==> src/rtl/ascon_sched_pkg.sv <==
`default_nettype none
// ============================================================================
// Module      : ascon_sched_pkg
// Description : Shared encodings for the Ascon job scheduler and related
//               sequencers: FSM state codes, response status codes, widths.
// Revision    : 1.0 - initial release
// ============================================================================
package ascon_sched_pkg;

  localparam int STATE_W   = 3;
  localparam int STATUS_W  = 2;
  localparam int ATTEMPT_W = 3;
  localparam int NONCE_W   = 128;
  localparam int TAG_W     = 128;

  // Scheduler state encoding
  localparam logic [STATE_W-1:0] IDLE     = 3'd0;
  localparam logic [STATE_W-1:0] ENC_GO   = 3'd1;
  localparam logic [STATE_W-1:0] ENC_WAIT = 3'd2;
  localparam logic [STATE_W-1:0] DEC_GO   = 3'd3;
  localparam logic [STATE_W-1:0] DEC_WAIT = 3'd4;
  localparam logic [STATE_W-1:0] CHECK    = 3'd5;
  localparam logic [STATE_W-1:0] RESP     = 3'd6;

  // Response status codes
  localparam logic [STATUS_W-1:0] ST_OK        = 2'b00;
  localparam logic [STATUS_W-1:0] ST_AUTH_FAIL = 2'b01;
  localparam logic [STATUS_W-1:0] ST_TIMEOUT   = 2'b10;

  // True in the states where the core is running and the watchdog counts
  function automatic logic is_wait_state(input logic [STATE_W-1:0] s);
    return (s == ENC_WAIT) || (s == DEC_WAIT);
  endfunction

endpackage
`default_nettype wire

==> src/rtl/ascon_phase_watchdog.sv <==
`default_nettype none
// ============================================================================
// Module      : ascon_phase_watchdog
// Description : Per-phase cycle watchdog. Cleared at the start of a core
//               phase, counts while enabled, flags expiry on the cycle the
//               count reaches TIMEOUT-1.
// Revision    : 1.0 - initial release
// ============================================================================
module ascon_phase_watchdog #(
  parameter int TIMEOUT = 1024
) (
  input  logic clk,
  input  logic rst_n,
  input  logic clr,
  input  logic en,
  output logic expire
);

  localparam int               CNT_W    = $clog2(TIMEOUT);
  localparam logic [CNT_W-1:0] CNT_LAST = CNT_W'(TIMEOUT - 1);

  logic [CNT_W-1:0] cnt_q;
  logic [CNT_W-1:0] cnt_d;

  assign expire = en && (cnt_q == CNT_LAST);

  // Next count: clear wins, then count up while enabled, saturating at expiry
  always_comb begin
    cnt_d = cnt_q;
    if (clr) begin
      cnt_d = '0;
    end else if (en && !expire) begin
      cnt_d = cnt_q + CNT_W'(1);
    end
  end

  // Counter register
  always_ff @(posedge clk or negedge rst_n) begin
    if (!rst_n) begin
      cnt_q <= '0;
    end else begin
      cnt_q <= cnt_d;
    end
  end

endmodule
`default_nettype wire

==> src/rtl/ascon_job_scheduler.sv <==
`default_nettype none
// ============================================================================
// Module      : ascon_job_scheduler
// Description : Runs encrypt -> decrypt -> authentication check jobs on one
//               Ascon core, retrying on authentication failure and aborting
//               a phase that exceeds the watchdog limit.
// Revision    : 1.0 - initial release
// ============================================================================
module ascon_job_scheduler
  import ascon_sched_pkg::*;
#(
  parameter int K         = 128,
  parameter int L         = 40,
  parameter int Y         = 40,
  parameter int TIMEOUT   = 1024,
  parameter int MAX_RETRY = 2
) (
  input  logic                 clk,
  input  logic                 rst,
  // request channel
  input  logic                 req_valid,
  output logic                 req_ready,
  input  logic [K-1:0]         req_key,
  input  logic [NONCE_W-1:0]   req_nonce,
  input  logic [L-1:0]         req_ad,
  input  logic [Y-1:0]         req_pt,
  // core side
  output logic [K-1:0]         core_key,
  output logic [NONCE_W-1:0]   core_nonce,
  output logic [L-1:0]         core_ad,
  output logic [Y-1:0]         core_pt,
  output logic                 core_enc_start,
  output logic                 core_dec_start,
  input  logic [Y-1:0]         core_ct,
  input  logic [TAG_W-1:0]     core_tag,
  input  logic                 core_enc_ready,
  input  logic                 core_dec_ready,
  input  logic                 core_auth,
  // response channel
  output logic                 rsp_valid,
  input  logic                 rsp_ready,
  output logic [Y-1:0]         rsp_ct,
  output logic [TAG_W-1:0]     rsp_tag,
  output logic [STATUS_W-1:0]  rsp_status,
  output logic [ATTEMPT_W-1:0] rsp_attempts,
  output logic                 busy
);

  logic [STATE_W-1:0]   state_q;
  logic [STATE_W-1:0]   state_d;

  logic [K-1:0]         key_q;
  logic [NONCE_W-1:0]   nonce_q;
  logic [L-1:0]         ad_q;
  logic [Y-1:0]         pt_q;
  logic [Y-1:0]         ct_q;
  logic [TAG_W-1:0]     tag_q;
  logic [STATUS_W-1:0]  status_q;
  logic [ATTEMPT_W-1:0] attempt_q;
  logic                 req_ready_q;
  logic                 enc_prev_q;
  logic                 dec_prev_q;

  logic w_accept;
  logic w_enc_edge;
  logic w_dec_edge;
  logic w_can_retry;
  logic w_expire;
  logic w_wd_clr;
  logic w_wd_en;

  // Only edges count as completion, so a level left high by a previous job
  // (or by a core still running across a reset) cannot end a phase early.
  assign w_enc_edge  = core_enc_ready && !enc_prev_q;
  assign w_dec_edge  = core_dec_ready && !dec_prev_q;
  assign w_accept    = req_valid && req_ready_q;
  assign w_can_retry = ({1'b0, attempt_q} <= 4'(MAX_RETRY));

  assign req_ready    = req_ready_q;
  assign core_key     = key_q;
  assign core_nonce   = nonce_q;
  assign core_ad      = ad_q;
  assign core_pt      = pt_q;
  assign rsp_ct       = ct_q;
  assign rsp_tag      = tag_q;
  assign rsp_status   = status_q;
  assign rsp_attempts = attempt_q;

  ascon_phase_watchdog #(
    .TIMEOUT (TIMEOUT)
  ) u_watchdog (
    .clk    (clk),
    .rst_n  (rst),
    .clr    (w_wd_clr),
    .en     (w_wd_en),
    .expire (w_expire)
  );

  // State register
  always_ff @(posedge clk or negedge rst) begin
    if (!rst) begin
      state_q <= IDLE;
    end else begin
      state_q <= state_d;
    end
  end

  // Next-state logic; a ready edge coinciding with expiry is a completion
  always_comb begin
    state_d = state_q;
    case (state_q)
      IDLE:     if (w_accept) state_d = ENC_GO;
      ENC_GO:   state_d = ENC_WAIT;
      ENC_WAIT: begin
        if (w_enc_edge) begin
          state_d = DEC_GO;
        end else if (w_expire) begin
          state_d = RESP;
        end
      end
      DEC_GO:   state_d = DEC_WAIT;
      DEC_WAIT: begin
        if (w_dec_edge) begin
          state_d = CHECK;
        end else if (w_expire) begin
          state_d = RESP;
        end
      end
      CHECK: begin
        if (!core_auth && w_can_retry) begin
          state_d = ENC_GO;
        end else begin
          state_d = RESP;
        end
      end
      RESP:     if (rsp_ready) state_d = IDLE;
      default:  state_d = IDLE;
    endcase
  end

  // State-decoded outputs: strobes, response valid, busy, watchdog control
  always_comb begin
    core_enc_start = 1'b0;
    core_dec_start = 1'b0;
    rsp_valid      = 1'b0;
    w_wd_clr       = 1'b0;
    busy           = (state_q != IDLE);
    w_wd_en        = is_wait_state(state_q);
    case (state_q)
      ENC_GO: begin
        core_enc_start = 1'b1;
        w_wd_clr       = 1'b1;
      end
      DEC_GO: begin
        core_dec_start = 1'b1;
        w_wd_clr       = 1'b1;
      end
      RESP:    rsp_valid = 1'b1;
      default: ;
    endcase
  end

  // Request acceptance flag and ready-level history for edge detection
  always_ff @(posedge clk or negedge rst) begin
    if (!rst) begin
      req_ready_q <= 1'b0;
      enc_prev_q  <= 1'b0;
      dec_prev_q  <= 1'b0;
    end else begin
      req_ready_q <= (state_d == IDLE);
      enc_prev_q  <= core_enc_ready;
      dec_prev_q  <= core_dec_ready;
    end
  end

  // Operand latch; held until the next accepted request
  always_ff @(posedge clk or negedge rst) begin
    if (!rst) begin
      key_q   <= '0;
      nonce_q <= '0;
      ad_q    <= '0;
      pt_q    <= '0;
    end else if (w_accept) begin
      key_q   <= req_key;
      nonce_q <= req_nonce;
      ad_q    <= req_ad;
      pt_q    <= req_pt;
    end
  end

  // Result capture, attempt counting and final status
  always_ff @(posedge clk or negedge rst) begin
    if (!rst) begin
      ct_q      <= '0;
      tag_q     <= '0;
      status_q  <= ST_OK;
      attempt_q <= '0;
    end else begin
      if (w_accept) begin
        attempt_q <= ATTEMPT_W'(1);
      end
      if ((state_q == ENC_WAIT) && w_enc_edge) begin
        ct_q  <= core_ct;
        tag_q <= core_tag;
      end
      if ((state_q == ENC_WAIT && !w_enc_edge && w_expire) ||
          (state_q == DEC_WAIT && !w_dec_edge && w_expire)) begin
        status_q <= ST_TIMEOUT;
      end
      if (state_q == CHECK) begin
        if (core_auth) begin
          status_q <= ST_OK;
        end else if (w_can_retry) begin
          attempt_q <= attempt_q + ATTEMPT_W'(1);
        end else begin
          status_q <= ST_AUTH_FAIL;
        end
      end
    end
  end

endmodule
`default_nettype wire

==> config.mk <==
export PLATFORM = sky130hd
export DESIGN_NAME = ascon_job_scheduler
export DESIGN_NICKNAME = d
export VERILOG_FILES = /design/src/rtl/ascon_sched_pkg.sv /design/src/rtl/ascon_phase_watchdog.sv /design/src/rtl/ascon_job_scheduler.sv
export SDC_FILE = /design/constraint.sdc
export NUM_CORES = 1
export LEC_CHECK = 0
export BUFFER_PORTS_ARGS = -buffer_cell sky130_fd_sc_hd__buf_2
export CAP_MARGIN = 10
export CORE_AREA = 2 2 394 396
export CTS_BUF_LIST = sky130_fd_sc_hd__clkbuf_2 sky130_fd_sc_hd__clkbuf_4 sky130_fd_sc_hd__clkbuf_8
export DETAILED_ROUTE_END_ITERATION = 8
export DIE_AREA = 0 0 396 398
export GPL_TIMING_DRIVEN = 0
export PLACE_DENSITY = 0.3
export RECOVER_POWER = 100
export SLEW_MARGIN = 20
export SYNTH_ARGS = -nofsm -noshare
export SYNTH_HDL_FRONTEND = slang
export SYNTH_SLANG_ARGS = --single-unit
==> constraint.sdc <==
create_clock -name clk -period 3.6 [get_ports clk]
set_clock_uncertainty 0.05 [all_clocks]
set_input_delay 0.18 -clock clk [delete_from_list [all_inputs] [get_ports clk]]
set_output_delay 0.18 -clock clk [all_outputs]
set_load 0.02 [all_outputs]
# ---- Yosys cells after proc, flatten, opt, wreduce, memory -nomap -nowiden
# Cells that the tools add are included.
dict set report word_totals {
  input_bits 511
  reg_bits 525
}
dict set report classes {
  n_lt_le_gt_ge 1
  n_eq_ne 7
  reduce_logical 24
  n_mux 21
  n_addsub 2
}
# op count
set ops {}
lappend ops {{3-bit 2-to-1 mux} 10}
lappend ops {{3-bit one-hot mux with 7 select lines} 1}
lappend ops {{10-bit 2-to-1 mux} 2}
lappend ops {{1-bit logical AND} 11}
lappend ops {{10-bit by 1-bit adder with 10-bit output, second input constant} 1}
lappend ops {{10-bit equality test, second input constant} 1}
lappend ops {{3-bit equality test, second input constant} 3}
lappend ops {{2-bit 2-to-1 mux} 4}
lappend ops {{3-bit by 2-bit equality test with 1-bit output, second input constant} 2}
lappend ops {{1-bit zero test} 6}
lappend ops {{3-bit zero test} 2}
lappend ops {{1-bit 2-to-1 mux} 4}
lappend ops {{3-bit by 1-bit adder with 3-bit output, second input constant} 1}
lappend ops {{3-bit by 1-bit equality test with 1-bit output, second input constant} 1}
lappend ops {{3-bit by 2-bit <= comparator with 1-bit output, second input constant} 1}
lappend ops {{3-bit nonzero test} 1}
lappend ops {{1-bit logical OR} 2}
lappend ops {{2-bit nonzero test} 1}
lappend ops {{2-bit OR reduction} 1}

# ---- Longest topological paths before layout
# Gate-level depths: netlist of the first run.
dict set report logic_depth {
  depth_word 10
  mapped_depth 7
  depth_no_buf 6
}

# ---- Cells and area by module
# A second synthesis of the first run with hierarchy kept.
dict set report hier_totals {
  cells_unflattened 1182
  hier_area_um2 19760.2
}
# module area_each_um2 instances cells_per_inst seq_area_each_um2
set modules_own_cells {}
lappend modules_own_cells {ascon_job_scheduler 19205.9 1 1126 12887.4}
lappend modules_own_cells {ascon_phase_watchdog 554.3 1 56 250.2}

# ---- Worst setup path after synthesis of the first run
# OpenSTA, ideal clock, no wires.
dict set report synth_path {
  path_kind {flip-flop to flip-flop}
  start {reg u_watchdog.cnt_q[0]}
  end {reg u_watchdog.cnt_q[1]}
  slack_ns 1.731
  n_path_buf 0
  stages_incl_launch_ff 6
  setup_ns 0.126
  t_arrival_ns 1.693
  required_ns 3.424
  cell_sequence {dfrtp_1 -> ha_1 -> nand3_1 -> or3_1 -> a32o_1 -> a221o_1}
}
dict set report synth_via {
  elab_chain_cells 5
  word_cells_on_any_way 8
  classes_between {add/sub: 1; eq/ne: 1; mux: 2; reduce/logical: 4}
}
# element line
set synth_lines {}
lappend synth_lines {{start: declaration} ascon_phase_watchdog.sv:22} ;# logic [CNT_W-1:0] cnt_q;
lappend synth_lines {{start signal: assignment} ascon_phase_watchdog.sv:42} ;# cnt_q <= cnt_d;
lappend synth_lines {{parallel branches: the longest is 5 deep, another holds 10-bit by 1-bit adder with 10-bit output} n/a}
# Several ways; the timed one is not identified. The select of a mux whose other input is x is not followed.
# A chain may end at the register's enable or synchronous reset.

# ---- Worst setup path after layout of the first run
dict set report layout_path {
  start {reg state_q[0]}
  end {reg ct_q[0] (netlist: rsp_ct[0])}
}
dict set report layout_via {
  elab_chain_cells 2
}
# element line
set layout_lines {}
lappend layout_lines {{start: declaration} ascon_job_scheduler.sv:49} ;# logic [STATE_W-1:0] state_q;
lappend layout_lines {{start signal: assignment} ascon_job_scheduler.sv:104} ;# state_q <= state_d;
lappend layout_lines {{3-bit by 2-bit equality test with 1-bit output} ascon_job_scheduler.sv:202} ;# if ((state_q == ENC_WAIT) && w_enc_edge) begin
lappend layout_lines {{1-bit logical AND} ascon_job_scheduler.sv:202}
lappend layout_lines {{end signal: assignment} ascon_job_scheduler.sv:203} ;# ct_q <= core_ct;
lappend layout_lines {{end: declaration} ascon_job_scheduler.sv:56} ;# logic [Y-1:0] ct_q;
# No other way between the ends.

==> results of run 1 <==
-- cell usage after synthesis, types with 2 or more instances --
| cell type | count | area (um2) |
|---|---|---|
| o31ai_1 | 4 | 30.0 |
| nand2b_1 | 3 | 18.8 |
| nand2_1 | 1022 | 3840 |
| buf_2 | 19 | 95.1 |
| mux2_2 | 168 | 1890 |
| a21oi_1 | 7 | 35.0 |
| nor2b_1 | 3 | 18.8 |
| o21ai_0 | 7 | 35.0 |
| inv_1 | 4 | 15.0 |
| nor3_1 | 10 | 50.1 |
| a2bb2oi_1 | 2 | 17.5 |
| clkbuf_1 | 77 | 289 |
| o221ai_1 | 2 | 17.5 |
| dfrtp_1 | 525 | 13100 |
| nor4b_1 | 2 | 17.5 |
| nand3b_1 | 2 | 15.0 |
| a22oi_1 | 2 | 15.0 |
| a32o_1 | 2 | 20.0 |
| buf_1 | 3 | 11.3 |
| nor2_1 | 7 | 26.3 |
| mux2i_1 | 2 | 20.0 |
| a211oi_1 | 2 | 15.0 |
| nor4_1 | 3 | 18.8 |
| ha_1 | 3 | 37.5 |
| a31oi_1 | 3 | 18.8 |
| or4_1 | 3 | 22.5 |
| nand3_1 | 7 | 35.0 |
| or3_1 | 3 | 18.8 |
-- cell usage in the layout (no fill, tap or decap), types with 3 or more instances in the layout --
master         instances
a21oi_1                7
a31oi_1                3
buf_16                 4
buf_2                508
clkbuf_1             608
clkbuf_2               8
clkbuf_4              37
clkbuf_8             138
clkinv_2               4
dfrtp_1              525
diode_2               10
dlygate4sd3_1        838
ha_1                   3
inv_1                  4
inv_12                 3
mux2_2               168
nand2_1             1022
nand2b_1               3
nand3_1                7
nor2_1                 7
nor2b_1                3
nor3_1                10
nor4_1                 3
o21ai_0                7
o31ai_1                4
or3_1                  4
or4_1                  3
-- critical path: stages (launching register included) --
cell and delay (ns):
dfrtp_1 0.34, clkbuf_1 0.35, nor3b_1 0.16, nand3b_1 0.37
clkbuf_1 0.74, clkbuf_1 0.59, mux2_2 0.41
-- power groups by stage --
stage / Sequential (W) / Combinational (W) / Clock (W)
2_1_floorplan: 0.0134 / 0.00325 / 0
5_1_grt: 0.0107 / 0.0132 / 0.00751
3_3_place_gp: 0.0103 / 0.0125 / 0
4_1_cts: 0.0103 / 0.0132 / 0.00728
6_report: 0.0103 / 0.0121 / 0.00693
3_5_place_dp: 0.0103 / 0.0124 / 0
-- stage by stage --
stage | TNS [ns] | setup WS [ns] | cell area (um2) | hold WS, ns
final | 0 | 0.458 | 37800 | 0.105
after global routing | 0 | 0.174 | 37800 | 0.0363
after floorplan | 0 | 1.73 | 19900 | -0.166
after global placement | -5523.37 | -10.71 | 27600 | 0.264
after CTS | 0 | 0.317 | 38600 | 0.0000356
after detailed placement | 0 | 0.346 | 27800 | 0.186
-- routing by layer --
metal / vias to the layer above / GRT usage / routed length [um]
met5: - / 0 / 0
li1: 10000 / - / -
met3: 156 / 0.0491 / 9610
met2: 774 / 0.243 / 55400
met4: 0 / 0.0494 / 3530
met1: 10000 / 0.151 / 42800
-- cells by family (layout without fill, tap and decap cells) --
family                     Yosys count  after routing
and+or+nand+nor                   1073           1073
muxes                              170            170
buffers and inverters              105           2161
adders and majority gates            3              3
AOI/OAI and AO/OA                   37             37
DFF                                525            525
xor gates and xnor gates             1              1
other                                0             10
-- timing repair --
action	4_1_cts	5_1_grt
endpoints found under the hold margin	740	0
hold buffers	839	0
endpoints found under the setup margin	0	0
gates resized for setup	0	0
-- path summary, 6_finish.rpt --
| check | from | to | slack [ns] | depth (start not counted) |
|---|---|---|---|---|
| setup / recovery | state_q[0] | rsp_ct[0] | 0.46 | 6 |
| hold / removal | req_key[34] | core_key[34] | 0.11 | 4 |
| setup reg to reg | state_q[0] | rsp_ct[0] | 0.46 | 6 |
| hold reg to reg | core_key[88] | core_key[88] | 0.42 | 2 |
| max in group asynchronous | rst | core_nonce[6] | 0.63 | 6 |
| min in group asynchronous | rst | rsp_ct[22] | 0.75 | 4 |
-- layout make-up --
class / instances / area, um2
clock buffer: 173 / 2160
clock inverter: 13 / 165
buffer: 100 / 385
antenna: 10 / 25.0
timing repair buffer: 1870 / 13000
sequential: 525 / 13100
fill: 17100 / 116000
multi-input combinational: 1284 / 6360
tap: 2044 / 2560
inverter: 5 / 18.8
-- state kept, by name (all words and copies together) (netlist names) --
register,cells
core_key,128
core_nonce,128
rsp_tag,128
core_ad,40
core_pt,40
rsp_ct,40
u_watchdog.cnt_q,10
rsp_attempts,3
state_q,3
rsp_status,2
dec_prev_q,1
enc_prev_q,1
req_ready,1
==> out/metrics.cfg, run 1 <==
[logic_synthesis]
synthXorXnorAreaFrac=0.000440
syn_nets=2428
synth_seq_cells=525
syn_inst=1914
synth_area_mm2=0.0199
synth_ff_type=dfrtp_1
ys_types=45
ys_warn_count=0
synthArstFlopShare=1.00
syn_area_per_cell_um2=10.4
seq_area_frac_synth=0.659
synth_top_family_by_area=simple AND/OR/NAND/NOR gates
synth-adder-area-share=0.00188
synth.area.mux_share=0.0959
synth_simple_gate_area_frac=0.208
synth_compound_area_frac=0.0131
synth_enable_flop_cells=0

[outcome]
violations=max-capacitance violations, max-slew violations
run_status=finished, violations left

[clocking]
cts_tree=yes
h-tree-depth=3
cts_buffers=106
clockBufferDepth=3
clkLatencyLatePin_ns=0.80
path_clk_slew_ns=0.06
cts-root-buf=clkbuf_8
cts_sinks=525
cts_setup_buffers=0

[die]
coreArea_mm2=0.153
die_height_um=398
boundaryPins=1025
std_cell_rows=144
start_util=0.130
die_area_mm2=0.158
die_w_um=396

[cells_and_area]
finalNetCount=4406
final_layout_size_suffix_gt1_frac=0.221
area_delta_synth_final_pct=89.8
fin_cells=6024
final_util=0.247

[pwr]
cellLeakagePower_nw=17.9
share_comb_of_total_power=0.412
sequentialPowerShare=0.351
power.density_mw_per_mm2=776
clkPwrFrac=0.236
finalPower_w=0.0293
internal-power_w=0.0162
vdd_drop_max_v=0.000326
switching_power_w=0.0132
p_sw_frac=0.448

[detailed_routing]
drt_iter0_drc=799
drc_errors=0
num_vias=21000
antenna_left=0
drt_wl_total_mm=111
drtPass1Iterations=5
vias_per_cell=3.49
wl_per_cell_um=18.5

[worst_setup_path]
startpoint_type=register
crit_type=register to register
arrival_ns=3.78
crit_fanout=10
cp.required_ns=4.24
cp-end-kind=register

[sta]
finalHoldViolCount=0
drv_slew=75
period_share=0.873
slew-limit-headroom=-0.330
worstMarginPinSlew_ns=1.99
setup_violations=0
grt_setup_unrepaired=false
period_needed_ns=3.14
max_clock_freq_ghz=0.318

[placement]
dp_cells=4989
gp_congestion=0.830
io_buffers=1024
dp_hpwl_mm=85.2

[global_route]
track_usage=0.137
grt_pass1_vias=22800
grt_max_degree=82
antenna_found_initial=14
grt-ovfl-total=0
grt_pass1_wl_mm=158

[job]
maxCapViolations=1

[hold_path]
hp-class=input port to register

No activity file was read; power rests on OpenSTA's default activity.
==> run 2: changes to the inputs <==
Settings changed: CORE_AREA 2 2 394 396 to 2 2 397 399, DIE_AREA 0 0 396 398 to 0 0 399 401, GPL_TIMING_DRIVEN 0 to 1.
Clock period 3.6 ns to 2.75 ns, I/O delays scaled along.
==> out/metrics.cfg, run 2 (same netlist as run 1, synthesis figures left out) <==
[die]
die_w_um=399
start_util=0.128
coreArea_mm2=0.156
boundaryPins=1025
die_height_um=401
die_area_mm2=0.160
std_cell_rows=145

[worst_setup_path]
startpoint_type=register
arrival_ns=3.23
crit_fanout=16
reg2reg_depth=6
crit_type=register to register
cp.required_ns=3.42
r2r_slack_ns=0.19
cp-end-kind=register

[sta]
period_share=0.932
finalHoldViolCount=0
setup_violations=0
max_clock_freq_ghz=0.390
drv_slew=16
period_needed_ns=2.56
slew-limit-headroom=-0.701
hold_ws_ns=0.128
worstMarginPinSlew_ns=2.55
final.setup.tns_ns=0
grt_setup_unrepaired=false

[cells_and_area]
final_layout_size_suffix_gt1_frac=0.226
final_util=0.255
finalNetCount=4546
final_cell_mix=nand2_1 (1022), dlygate4sd3_1 (1012), clkbuf_1 (534)
final_common_cell=nand2_1
area_delta_synth_final_pct=99.4
nFillCells=17200

[global_route]
track_usage=0.130
grt_max_degree=95
grt_pass1_vias=23200
grt-ovfl-total=0
antenna_found_initial=24
grt_pass1_wl_mm=154

[clocking]
clkLatencyLatePin_ns=0.78
cts-root-buf=clkbuf_8
h-tree-depth=3
clockBufferDepth=3
path_clk_slew_ns=0.06
cts_resized=0
cts_buffers=107
cts_sinks=525
cts_tree=yes

[placement]
io_buffers=1024
dp_hpwl_mm=79.3
gp_congestion=0.783

[job]
maxCapViolations=1

[outcome]
violations=max-capacitance violations, max-slew violations
run_status=finished, violations left

[detailed_routing]
drt_iter0_drc=805
num_vias=21700
vias_per_cell=3.50
wl_per_cell_um=17.4
drtPass1Iterations=4
drt_wl_total_mm=108
drc_errors=0
antenna_left=0

[pwr]
finalPower_w=0.0391
power.density_mw_per_mm2=984
cellLeakagePower_nw=18.8
vdd_drop_max_v=0.000405

[hold_path]
hold_depth=4
hp-class=input port to register

## run 2: changes by cell type in the layout (fill, tap and decap cells not counted), sizes merged
cell	before	now
inv	10	7
clkinvlp	1	4
bufinv	2	4
clkinv	5	9
diode	10	12
dlymetal6s2s	0	1
clkbuf	791	734
buf	514	539
dlygate4sd3	838	1012
## run 2: through the flow
step / instance area [um2] / cells / setup slack [ns]
global route: 39700 / 6185 / 0.0275
global placement: 28000 / 4968 / 0.764
finish: 39700 / 6189 / 0.188
CTS: 40600 / 6177 / 0.125
floorplan: 19900 / 1914 / 0.881
detailed placement: 28000 / 4968 / 0.747
## run 2: power by group
part | switching [W] | total (W) | internal, W
clock | 0.00387 | 0.00924 | 0.00537
sequential | 0.00221 | 0.0135 | 0.0113
combinational | 0.0108 | 0.0163 | 0.00551
total | 0.0169 | 0.0391 | 0.0222
## run 2: repair_timing
item | in CTS | in global routing
hold endpoints to repair | 990 | 0
hold buffers | 1013 | 0
setup buffers | 0 | 0
setup endpoints to repair | 0 | 0
## run 2: final timing paths
path                                   from               to
max in group asynchronous               rst  core_nonce[124]
min in group asynchronous               rst   core_nonce[59]
worst max-delay path              req_ready     core_key[66]
worst min-delay path             req_key[4]      core_key[4]
worst min register to register  core_pt[26]      core_pt[26]
worst max register to register    req_ready     core_key[66]
## run 2: metal layers
| metal | track usage | part of all wire | vias up | routed length [um] |
|---|---|---|---|---|
| li1 | - | - | 10300 | - |
| met1 | 0.146 | 0.40 | 10400 | 42500 |
| met2 | 0.225 | 0.49 | 771 | 52300 |
| met3 | 0.0479 | 0.083 | 189 | 8920 |
| met4 | 0.0466 | 0.036 | 6 | 3880 |
| met5 | 0 | 0.00033 | - | 35 |
## run 2: final cells by class
cell class / count / area, um2 / share of cell area
clock inverter: 19 / 250 / 0.00630
inverter: 5 / 18.8 / 0.000472
antenna: 12 / 30.0 / 0.000756
clock buffer: 177 / 2170 / 0.0547
multi-input combinational: 1284 / 6360 / 0.160
sequential: 525 / 13100 / 0.331
timing repair buffer: 2109 / 15200 / 0.382
tap: 2058 / 2570 / 0.0648
## run 2: critical path, cell delays in order, from the launching register on
cell	delay (ns)
dfrtp_1	0.37
and2_4	0.35
clkbuf_2	0.44
nand2_1	0.09
dlygate4sd3_1	0.57
nand2_1	0.06
dlygate4sd3_1	0.55
